<file path="src/rtl/conv_sequencer.sv">
// conv_sequencer: control sequencer for an N_TAPS-point direct-form convolver.
// For every output index n it walks the valid (x_idx, h_idx) pairs, issues one
// multiply per pair to an external multiplier, accumulates the sign-extended
// products and presents y[n] on a valid/ready port.
// Optional build macro CONV_SEQ_ACC_SAT_EN: saturating accumulation with a
// sticky per-output saturation flag; without it the accumulator wraps.
`timescale 1ns/1ps

module conv_sequencer #(
  parameter int N_TAPS    = 8,
  parameter int IDX_W     = 3,
  parameter int DATA_W    = 8,
  parameter int ACC_W     = 19,
  parameter int OUT_IDX_W = 4
) (
  input  logic                       clk,
  input  logic                       rst_n,
  input  logic                       start,
  output logic                       busy,
  output logic                       done,
  output logic [IDX_W-1:0]           x_idx,
  output logic [IDX_W-1:0]           h_idx,
  output logic                       mul_start,
  input  logic                       mul_done,
  input  logic signed [2*DATA_W-1:0] mul_product,
  output logic signed [ACC_W-1:0]    y_data,
  output logic [OUT_IDX_W-1:0]       y_idx,
  output logic                       y_valid,
  input  logic                       y_ready
);

  localparam int PROD_W = 2 * DATA_W;
  localparam logic [OUT_IDX_W-1:0] LAST_N   = OUT_IDX_W'(2 * N_TAPS - 2);
  localparam logic [OUT_IDX_W-1:0] TOP_N    = OUT_IDX_W'(N_TAPS - 1);
  localparam logic [IDX_W-1:0]     TOP_I    = IDX_W'(N_TAPS - 1);

  typedef enum logic [2:0] {
    S_IDLE,
    S_SETUP,
    S_ISSUE,
    S_WAIT_MUL,
    S_EMIT,
    S_FINISH
  } state_t;

  state_t                  state, state_nx;
  logic [OUT_IDX_W-1:0]    n, n_nx;
  logic [IDX_W-1:0]        i, i_nx;
  logic [IDX_W-1:0]        i_hi, i_hi_nx;
  logic signed [ACC_W-1:0] acc, acc_nx;

  // Pair bounds and h index; the true values always fit in IDX_W bits, so
  // modular arithmetic on the low bits of n gives the exact result.
  logic [IDX_W-1:0]        i_lo_calc, i_hi_calc, h_calc;
  logic signed [ACC_W-1:0] acc_add;

  assign h_calc    = n[IDX_W-1:0] - i;
  assign i_lo_calc = (n > TOP_N) ? (n[IDX_W-1:0] - TOP_I) : '0;
  assign i_hi_calc = (n < TOP_N) ? n[IDX_W-1:0] : TOP_I;

`ifdef CONV_SEQ_ACC_SAT_EN
  localparam int SUM_W = ((ACC_W > PROD_W) ? ACC_W : PROD_W) + 1;
  localparam logic signed [SUM_W-1:0] ACC_MAX =
    {{(SUM_W - ACC_W + 1){1'b0}}, {(ACC_W - 1){1'b1}}};
  localparam logic signed [SUM_W-1:0] ACC_MIN =
    {{(SUM_W - ACC_W + 1){1'b1}}, {(ACC_W - 1){1'b0}}};

  logic signed [SUM_W-1:0] sum;
  logic                    sat;
  logic                    sat_hit;

  assign sum     = SUM_W'(acc) + SUM_W'(mul_product);
  assign sat_hit = (sum > ACC_MAX) || (sum < ACC_MIN);

  // Clamp the wide sum to the accumulator range; once clamped, hold for this n
  always_comb begin
    acc_add = sum[ACC_W-1:0];
    if (sat)
      acc_add = acc;
    else if (sum > ACC_MAX)
      acc_add = ACC_MAX[ACC_W-1:0];
    else if (sum < ACC_MIN)
      acc_add = ACC_MIN[ACC_W-1:0];
  end

  // Sticky saturation flag, cleared when a new output index is set up
  always_ff @(posedge clk or negedge rst_n) begin
    if (!rst_n)
      sat <= 1'b0;
    else if (state == S_SETUP)
      sat <= 1'b0;
    else if ((state == S_WAIT_MUL) && mul_done && sat_hit)
      sat <= 1'b1;
  end
`else
  // Plain two's complement accumulate; the cast sign-extends or truncates
  assign acc_add = acc + ACC_W'(mul_product);
`endif

  // State and datapath registers
  always_ff @(posedge clk or negedge rst_n) begin
    if (!rst_n) begin
      state <= S_IDLE;
      n     <= '0;
      i     <= '0;
      i_hi  <= '0;
      acc   <= '0;
    end else begin
      state <= state_nx;
      n     <= n_nx;
      i     <= i_nx;
      i_hi  <= i_hi_nx;
      acc   <= acc_nx;
    end
  end

  // Next-state and output decode; outputs are zero outside their owning state
  always_comb begin
    state_nx  = state;
    n_nx      = n;
    i_nx      = i;
    i_hi_nx   = i_hi;
    acc_nx    = acc;
    busy      = 1'b1;
    done      = 1'b0;
    mul_start = 1'b0;
    y_valid   = 1'b0;
    x_idx     = '0;
    h_idx     = '0;
    y_data    = '0;
    y_idx     = '0;

    unique case (state)
      S_IDLE: begin
        busy = 1'b0;
        if (start) begin
          n_nx     = '0;
          state_nx = S_SETUP;
        end
      end

      S_SETUP: begin
        i_nx     = i_lo_calc;
        i_hi_nx  = i_hi_calc;
        acc_nx   = '0;
        state_nx = S_ISSUE;
      end

      S_ISSUE: begin
        x_idx     = i;
        h_idx     = h_calc;
        mul_start = 1'b1;
        state_nx  = S_WAIT_MUL;
      end

      S_WAIT_MUL: begin
        x_idx = i;
        h_idx = h_calc;
        if (mul_done) begin
          acc_nx = acc_add;
          if (i == i_hi) begin
            state_nx = S_EMIT;
          end else begin
            i_nx     = i + 1'b1;
            state_nx = S_ISSUE;
          end
        end
      end

      S_EMIT: begin
        y_valid = 1'b1;
        y_data  = acc;
        y_idx   = n;
        if (y_ready) begin
          if (n == LAST_N) begin
            state_nx = S_FINISH;
          end else begin
            n_nx     = n + 1'b1;
            state_nx = S_SETUP;
          end
        end
      end

      S_FINISH: begin
        done     = 1'b1;
        state_nx = S_IDLE;
      end

      default: begin
        busy     = 1'b0;
        state_nx = S_IDLE;
      end
    endcase
  end

endmodule

</file>
<file path="config.mk">
export PLATFORM = sky130hd
export DESIGN_NAME = conv_sequencer
export DESIGN_NICKNAME = d
export VERILOG_FILES = /design/src/rtl/conv_sequencer.sv
export SDC_FILE = /design/constraint.sdc
export NUM_CORES = 1
export LEC_CHECK = 0
export BUFFER_PORTS_ARGS = -buffer_cell sky130_fd_sc_hd__buf_2
export CORE_UTILIZATION = 55
export CTS_BUF_LIST = sky130_fd_sc_hd__clkbuf_16
export DETAILED_ROUTE_END_ITERATION = 7
export GPL_ROUTABILITY_DRIVEN = 0
export GPL_TIMING_DRIVEN = 0
export PLACE_DENSITY = 0.86
export REMOVE_ABC_BUFFERS = 1
export SLEW_MARGIN = 20
export SYNTH_ARGS = -nofsm -noshare
export SYNTH_HDL_FRONTEND = slang
export SYNTH_SLANG_ARGS = --single-unit
export TNS_END_PERCENT = 1
</file>
<file path="constraint.sdc">
create_clock -name clk -period 3.1 [get_ports clk]
set_input_delay 0.155 -clock clk [delete_from_list [all_inputs] [get_ports clk]]
set_output_delay 0.155 -clock clk [all_outputs]
set_load 0.02 [all_outputs]
</file>
==> flow_summary.toml <==
[power_and_ir_drop]
combPwrFrac = 0.553
clock_power_share = 0.187
switching_share = 0.460
p_switching_uw = 1380
seq_power_share = 0.260
p_leak_uw = 0.00165
ir_worst_vdd_v = 0.000403
powerDensity_nw_per_um2 = 959
internal-power_uw = 1620

[floorplan]
die_y_um = 71.9
rows = 25
die_w_um = 71.9
die_area_um2 = 5170
io_pins = 54
coreArea_um2 = 4720
start_util = 0.569

[synthesis]
async_flop_share = 1.00
syn-mean-instance-area_um2 = 8.48
postSynthCellCount = 317
ys_warn_count = 0
synth_ff_type = "dfrtp_1"
yosysMostFrequentCell = "dfrtp_1"
synth_common_cells = "dfrtp_1, and3_1, a21oi_1, nand2_1, ha_1"
synth_top_area_share = 0.298
synth_area_um2 = 2690
ys_seq_elements = 32
synth_edf_count = 0
synthTopCellsByArea = "dfrtp_1, ha_1, and3_1"
synth_top_area_cell = "dfrtp_1"
ys_seq_area_frac = 0.298
synth.distinct_cells = 57

[critical_path]
worst_setup_path_end_kind = "primary output"
worst-setup-path-type = "reg -> out"
slowest_delay_ps = 900
crit_path_top_delay_cell = "dfrtp_1"
setup.worst_path.start_class = "register"
required_ps = 2940
worstPathCellList = "inv_1 > nand3_1 > nand2_1 > buf_2"
arrival_ps = 2490
cp_max_fo = 32

[clock_network]
cts_max_level = 2
cts_setup_buffers = 0
cts_sinks = 32
cts_buffers = 5
clkLatencyLatePin_ps = 280
cts-hold-fix-buffers = 1
cts_tree = "done"
root_buffer = "clkbuf_16"
path_clk_slew_ps = 60
cts.path.max_buffers = 2
cts_resized = 0

[timing]
layout_min_cycle_time_ps = 2650
tightestPinTransition_ps = 1040
setup_violations = 0
slew_headroom = 0.306
fin_crit_sh = 0.854
tns_ps = 0
fmax_mhz = 378
skew_ps = 6.61
finalMaxSlewViolations = 0
rsz0062_at_grt = "false"
finalHoldViolations = 0

[route]
drt_pass1_iterations = 4
drt-initial-drc-count = 158
finalWirelength_um = 6440
ant_nets = 0
wl_per_cell_um = 15.1
viasPerCell = 5.93
drc = 0
num_vias = 2534

[global_route]
grt_usage = 0.267
grt_overflow = 0
antenna_found_initial = 0
grt_pass1_wl_um = 10700
grt_pass1_vias = 2332
grt_max_degree = 38

[placement]
hpwl_um = 4360
io_buffers = 53

[layout]
drive_gt1_frac = 0.203
antenna_cells = 0
area_growth_pct = 16.3
final_core_util = 0.662
fillers = 383
final_nets = 405

[job]
drv_cap = 0

[min_path]
hold_path_class = "in -> reg"

[run_status]
status = "complete, no violations"
[per-stage QoR]
step	total power [µW]	area (µm²)	worst slack (ps)	hold slack, ps	instances
2_1_floorplan	1980	2600	785	-141	298
3_3_place_gp	2330	2950	370	257	418
3_5_place_dp	2410	2950	288	258	418
4_1_cts	2990	3130	279	207	427
5_1_grt	3240	3130	240	234	427
6_report	3000	3130	452	209	427
[area by class of cell]
| cell class | instances | area [µm²] | share of cell area |
|---|---|---|---|
| Clock buffer | 5 | 125 | 0.0400 |
| Timing Repair Buffer | 54 | 275 | 0.0880 |
| Sequential cell | 32 | 801 | 0.256 |
| Clock inverter | 3 | 38.8 | 0.0124 |
| Tap cell | 67 | 83.8 | 0.0268 |
| Inverter | 7 | 26.3 | 0.00840 |
| Multi-Input combinational cell | 259 | 1780 | 0.568 |
[kinds of logic (layout without fill, tap and decap cells)]
family | count (synthesis) | after routing | synth area share
compound gates | 88 | 88 | 0.216
xor+xnor | 16 | 16 | 0.0521
fa+ha+maj | 25 | 25 | 0.122
buf+inv | 26 | 69 | 0.0428
flops | 32 | 32 | 0.298
mux | 5 | 5 | 0.0195
simple gates | 125 | 125 | 0.249
[critical path, delay by kind of cell (launching register included)]
family	cells	cell delay, ps
DFF	1	900
and+or+nand+nor	2	900
buffers and inverters	2	410
[cells in the final DEF, fill, tap and decap left out, types with 2 or more instances in the layout]
cell type / n
a211oi_1: 4
a21boi_0: 2
a21o_1: 9
a21oi_1: 24
a31oi_1: 3
and2_1: 6
and3_1: 26
and3b_1: 3
buf_2: 53
clkbuf_16: 5
dfrtp_1: 32
fa_1: 2
ha_1: 23
inv_1: 8
mux2_2: 2
mux2i_1: 3
nand2_1: 23
nand3_1: 22
nand3b_1: 2
nand4_1: 3
nor2_1: 15
nor2_2: 2
nor2b_1: 3
nor3_1: 6
nor3b_1: 2
o211ai_1: 4
o21ai_0: 20
o31ai_1: 5
or3_1: 3
xnor2_1: 9
xor2_1: 7
[layer usage]
layer	up-vias	global-route usage	share of wire
li1	1252	-	-
met1	1195	0.357	0.46
met2	79	0.439	0.48
met3	8	0.0500	0.046
met4	0	0.0850	0.014
met5	-	0	0
[sequential cells by signal, indices dropped and copies added, names as in the netlist]
| name | cells |
|---|---|
| acc | 19 |
| i_hi | 3 |
| i | 3 |
| state | 3 |
| n | 4 |
[worst paths after layout]
| path | startpoint | end | slack (ps) | cells after the start |
|---|---|---|---|---|
| max | state[2]$_DFFE_PN0P_ | busy | 450 | 4 |
| min | start | n[3]$_DFFE_PN0P_ | 210 | 3 |
| max reg2reg | acc[0]$_DFFE_PN0P_ | acc[18]$_DFFE_PN0P_ | 470 | 8 |
| min reg2reg | acc[18]$_DFFE_PN0P_ | acc[18]$_DFFE_PN0P_ | 480 | 1 |
| max in group asynchronous | rst_n | acc[11]$_DFFE_PN0P_ | 2140 | 2 |
| min in group asynchronous | rst_n | i[1]$_DFFE_PN0P_ | 470 | 2 |
[power groups by stage]
stage               Sequential, µW  Clock [µW]  Combinational, µW
floorplan                      711           0               1270
global placement               770           0               1560
detailed placement             780           0               1630
CTS                            773         564               1650
global route                   806         587               1850
finish                         779         560               1660
(Power assumes the default switching activity.)
